### src/rtl/sync_fifo_ctrl.sv
// Single-clock FIFO controller with selectable standard or first-word-fall-through read mode.
// Latency: standard mode data_out is registered on the read-accept edge (1 cycle); FWFT mode shows the head entry combinationally.
// Backpressure: writes are refused while fifo_full and reads while fifo_empty; a refused request sets a sticky error flag.
//
// Ports:
//   clk, reset_n         single rising-edge clock, asynchronous active-low reset
//   clear                synchronous flush; beats wr_en/rd_en in the same cycle
//   wr_en, data_in       write request and data
//   rd_en, data_out      read request (pop) and read data
//   fifo_full/empty      occupancy == FIFO_DEPTH / == 0
//   fifo_almost_full     fill_count >= AF_THRESH
//   fifo_almost_empty    fill_count <= AE_THRESH
//   fill_count           registered occupancy, 0..FIFO_DEPTH
//   overflow/underflow   sticky: write while full / read while empty
module sync_fifo_ctrl #(
  parameter int DATA_WIDTH = 32,
  parameter int FIFO_DEPTH = 8,
  parameter int FWFT       = 0,
  parameter int AF_THRESH  = FIFO_DEPTH - 2,
  parameter int AE_THRESH  = 2
) (
  input  logic                          clk,
  input  logic                          reset_n,
  input  logic                          clear,
  input  logic                          wr_en,
  input  logic [DATA_WIDTH-1:0]         data_in,
  input  logic                          rd_en,
  output logic [DATA_WIDTH-1:0]         data_out,
  output logic                          fifo_full,
  output logic                          fifo_empty,
  output logic                          fifo_almost_full,
  output logic                          fifo_almost_empty,
  output logic [$clog2(FIFO_DEPTH):0]   fill_count,
  output logic                          overflow,
  output logic                          underflow
);

  localparam int AW = $clog2(FIFO_DEPTH);
  localparam int CW = AW + 1;

  // Illegal configurations are caught at elaboration rather than producing odd silicon.
  generate
    if (FIFO_DEPTH < 2 || (FIFO_DEPTH & (FIFO_DEPTH - 1)) != 0) begin : g_bad_depth
      $error("sync_fifo_ctrl: FIFO_DEPTH must be a power of two and at least 2");
    end
    if (AF_THRESH < 0 || AF_THRESH > FIFO_DEPTH) begin : g_bad_af
      $error("sync_fifo_ctrl: AF_THRESH must lie in 0..FIFO_DEPTH");
    end
    if (AE_THRESH < 0 || AE_THRESH > FIFO_DEPTH) begin : g_bad_ae
      $error("sync_fifo_ctrl: AE_THRESH must lie in 0..FIFO_DEPTH");
    end
  endgenerate

  logic [DATA_WIDTH-1:0] mem [FIFO_DEPTH];
  logic [AW-1:0]         wr_ptr;
  logic [AW-1:0]         rd_ptr;
  logic                  wr_acc;
  logic                  rd_acc;

  // Acceptance is judged on the registered flags, so a full FIFO with both
  // requests pops but refuses the push, and an empty one pushes but refuses the pop.
  assign wr_acc = wr_en && !fifo_full;
  assign rd_acc = rd_en && !fifo_empty;

  assign fifo_full         = (fill_count == CW'(FIFO_DEPTH));
  assign fifo_empty        = (fill_count == '0);
  assign fifo_almost_full  = (fill_count >= CW'(AF_THRESH));
  assign fifo_almost_empty = (fill_count <= CW'(AE_THRESH));

  // Storage carries no reset; stale contents are never visible because
  // occupancy gates every read path.
  always_ff @(posedge clk) begin
    if (wr_acc && !clear && reset_n) begin
      mem[wr_ptr] <= data_in;
    end
  end

  // Pointers wrap naturally at AW bits since the depth is a power of two.
  always_ff @(posedge clk or negedge reset_n) begin
    if (!reset_n) begin
      wr_ptr     <= '0;
      rd_ptr     <= '0;
      fill_count <= '0;
      overflow   <= 1'b0;
      underflow  <= 1'b0;
    end else if (clear) begin
      wr_ptr     <= '0;
      rd_ptr     <= '0;
      fill_count <= '0;
      overflow   <= 1'b0;
      underflow  <= 1'b0;
    end else begin
      if (wr_acc) begin
        wr_ptr <= wr_ptr + AW'(1);
      end
      if (rd_acc) begin
        rd_ptr <= rd_ptr + AW'(1);
      end
      case ({wr_acc, rd_acc})
        2'b10:   fill_count <= fill_count + CW'(1);
        2'b01:   fill_count <= fill_count - CW'(1);
        default: fill_count <= fill_count;
      endcase
      if (wr_en && fifo_full) begin
        overflow <= 1'b1;
      end
      if (rd_en && fifo_empty) begin
        underflow <= 1'b1;
      end
    end
  end

  generate
    if (FWFT != 0) begin : g_fwft
      // Head entry is always presented; zero when there is nothing to show.
      assign data_out = fifo_empty ? '0 : mem[rd_ptr];
    end else begin : g_std
      logic [DATA_WIDTH-1:0] dout_q;

      // Holds its value on idle cycles and on refused reads.
      always_ff @(posedge clk or negedge reset_n) begin
        if (!reset_n) begin
          dout_q <= '0;
        end else if (clear) begin
          dout_q <= '0;
        end else if (rd_acc) begin
          dout_q <= mem[rd_ptr];
        end
      end

      assign data_out = dout_q;
    end
  endgenerate

endmodule

### config.mk
export PLATFORM = sky130hd
export DESIGN_NAME = sync_fifo_ctrl
export DESIGN_NICKNAME = d
export VERILOG_FILES = /design/src/rtl/sync_fifo_ctrl.sv
export SDC_FILE = /design/constraint.sdc
export NUM_CORES = 1
export LEC_CHECK = 0
export CAP_MARGIN = 15
export CELL_PAD_IN_SITES_DETAIL_PLACEMENT = 0
export CELL_PAD_IN_SITES_GLOBAL_PLACEMENT = 1
export CORE_MARGIN = 4
export CORE_UTILIZATION = 55
export CTS_CLUSTER_SIZE = 30
export DETAILED_ROUTE_END_ITERATION = 12
export GPL_ROUTABILITY_DRIVEN = 0
export PLACE_DENSITY_LB_ADDON = 0.1
export SLEW_MARGIN = 20
export SYNTH_ARGS = -nofsm -noshare
export SYNTH_HDL_FRONTEND = slang
export SYNTH_SLANG_ARGS = --single-unit
### constraint.sdc
create_clock -name clk -period 12.6 [get_ports clk]
set_clock_uncertainty 0.2 [all_clocks]
set_input_delay 3.15 -clock clk [delete_from_list [all_inputs] [get_ports clk]]
set_output_delay 3.15 -clock clk [all_outputs]
set_load 0.02 [all_outputs]
==> run metrics <==
status=completed; Crit Path Max Fanout=13; DP HPWL=12000 microns; Max-slew headroom=33.3%; Final Cell Area=0.0140 sq mm; largest net degree at the start of global routing=70; DP Area=0.0129 sq mm; Max Clock Freq=173 MHz; starting density of the core=56.1%; Synth async-reset ratio=14.7%; Final Max Tran Viols=0; Num Clock Sinks=300; Setup WS pre-CTS=6.36 ns; syn_nets=616; via density per instance=5.80; post-DR wirelength/cell=22.3 microns; post-route ant nets=0; Worst EP required=9.25 ns; overall routed net length=21500 microns; Pwr Density=197 mW/mm^2; Root Buffer=clkbuf_16; initial antenna violation count=0; # IOs=79; CP Capture Type=primary output; layout cell share with drive strength beyond 1=26.4%; Post-synth EDFFs=256; Mean Syn Cell Area=20.6 sq um; H-tree depth=1; Hold WC Path Type=register to register; CTS Buffer Depth=3; Num CTS Buffers=30; Arr. time, crit path=2.42 ns; Layout area overhead=18.1%; All-Layer GR Usage=18.3%; site row count=53; ratio of final minimum period to clock period=45.8%; grt ovf=0; RSZ-0062 raised after global routing=no; Sum Neg Setup Slack=0 ns; final setup fails=0; Post-Synthesis Cell Area=0.0118 sq mm; IO Port Bufs=78; number of global-route vias before repair=5939; setup ws final=6.83 ns; die footprint=0.0239 sq mm; commonest non-fill, non-tap cell in the layout=edfxtp_1; worst skew pair latency=0.55 ns; Die Span X=155 microns; Antenna Cells=0; CTS tree=done; Post-Syn Instances=575; ys flop type=edfxtp_1; max-cap viol count=0; Final Hold Vio Count=0; Clk pin slew, worst setup/hold paths=0.06 ns; Nets=706; drt drc=0; number of DRC markers in iteration 0=289; commonest non-fill, non-tap cells in the layout=edfxtp_1 (256), clkdlybuf4s50_1 (76), mux4_2 (64); Post-CTS Resized=0; yosys warns=0; routed vias=5591; post-CTS setup buffers=0; CORE AREA=0.0211 sq mm; maximum vdd ir drop=142 uV; type of origin of the critical path=register; Yosys reg bits=300; actual slew at the worst max-slew pin=1.00 ns; Tmin final=5.77 ns; Hold Buf Count CTS=0; number of detailed-route iterations in the first pass=4; first-pass GRT wire length=33900 microns; height of the die=155 microns; Yosys cell types=42; critical path class=register to primary output; leak pwr=4.50 nW; Seq/Total Area, Yosys=74.3%
## through the flow
stage          total power (W)  std cells  hold slack, ns  utilization (%)
4_1_cts                0.00278        962           0.297             66.0
5_1_grt                0.00288        964           0.329             66.3
3_3_place_gp           0.00186        905           0.281             61.1
6_report               0.00275        964           0.293             66.3
3_5_place_dp           0.00187        906           0.285             61.1
2_1_floorplan          0.00169        575           0.352                -
## logic make-up (layout without fill, tap and decap cells)
group                      Yosys count  in the layout  share of synthesized area (%)
buffers and inverters               40            154                           2.09
AOI/OAI and AO/OA                   52             52                           4.61
adders and majority gates            4              4                          0.423
muxes                               98             98                           15.1
DFF                                300            300                           74.3
and+or+nand+nor                     75             75                           3.09
xor gates and xnor gates             6              6                          0.444
## registers in the layout, summed over array words and instances (netlist names)
register    cells
underflow       1
rd_ptr          3
wr_ptr          3
overflow        1
data_out       32
fill_count      4
mem           256
## cells in the mapped netlist (all sizes together) (2+ instances only)
master	number	share of area, %
edfxtp	256	65
mux4	64	12
dfrtp	44	9.3
nor2	44	1.4
a211oi	34	3.4
mux2i	34	2.9
buf	28	1.7
clkbuf	10	0.32
nand2	9	0.35
a21oi	7	0.30
nand3	5	0.21
nor3	5	0.21
ha	4	0.42
xnor2	3	0.22
xor2	3	0.22
a221oi	2	0.25
inv	2	0.063
nand4b	2	0.15
nor4b	2	0.20
or4b	2	0.23
## report_power, final
group	switching (W)	internal (W)	total [W]	leakage (nW)
Sequential	0.0000615	0.00114	0.00120	2.89
Clock	0.000359	0.000549	0.000909	0.512
Combinational	0.000323	0.000314	0.000637	1.10
## final timing paths
path                                 end           from  depth (start not counted)  slack, ns
setup / recovery               fifo_full  fill_count[0]                          3       6.83
hold / removal                  overflow       overflow                          2       0.29
setup reg to reg           fill_count[3]  fill_count[1]                          9       9.51
hold reg to reg                 overflow       overflow                          2       0.29
max in group asynchronous      rd_ptr[0]        reset_n                          2       9.13
min in group asynchronous  fill_count[0]        reset_n                          2       2.55
## layout make-up
type,instances,area (sq um)
inverters,2,7.51
fillers,1404,7110
multi-input cells,235,2850
clock buffers,38,832
well taps,275,344
flip-flops and latches,300,8790
repair buffers,96,946
clock inverters,18,204
## routing by layer
| layer | vias to the layer above | share of wire [%] | global-route usage [%] |
|---|---|---|---|
| met5 | - | 0 | 0 |
| li1 | 2536 | - | - |
| met1 | 2935 | 43 | 25.7 |
| met3 | 21 | 4.3 | 2.88 |
| met2 | 99 | 51 | 30.9 |
| met4 | 0 | 1.2 | 4.04 |
## critical path, stage by stage (launching register included)
cell,delay [ns]
dfrtp_1,0.54
or4b_4,0.64
inv_2,0.10
clkdlybuf4s50_1,0.60
(Power assumes the default switching activity.)
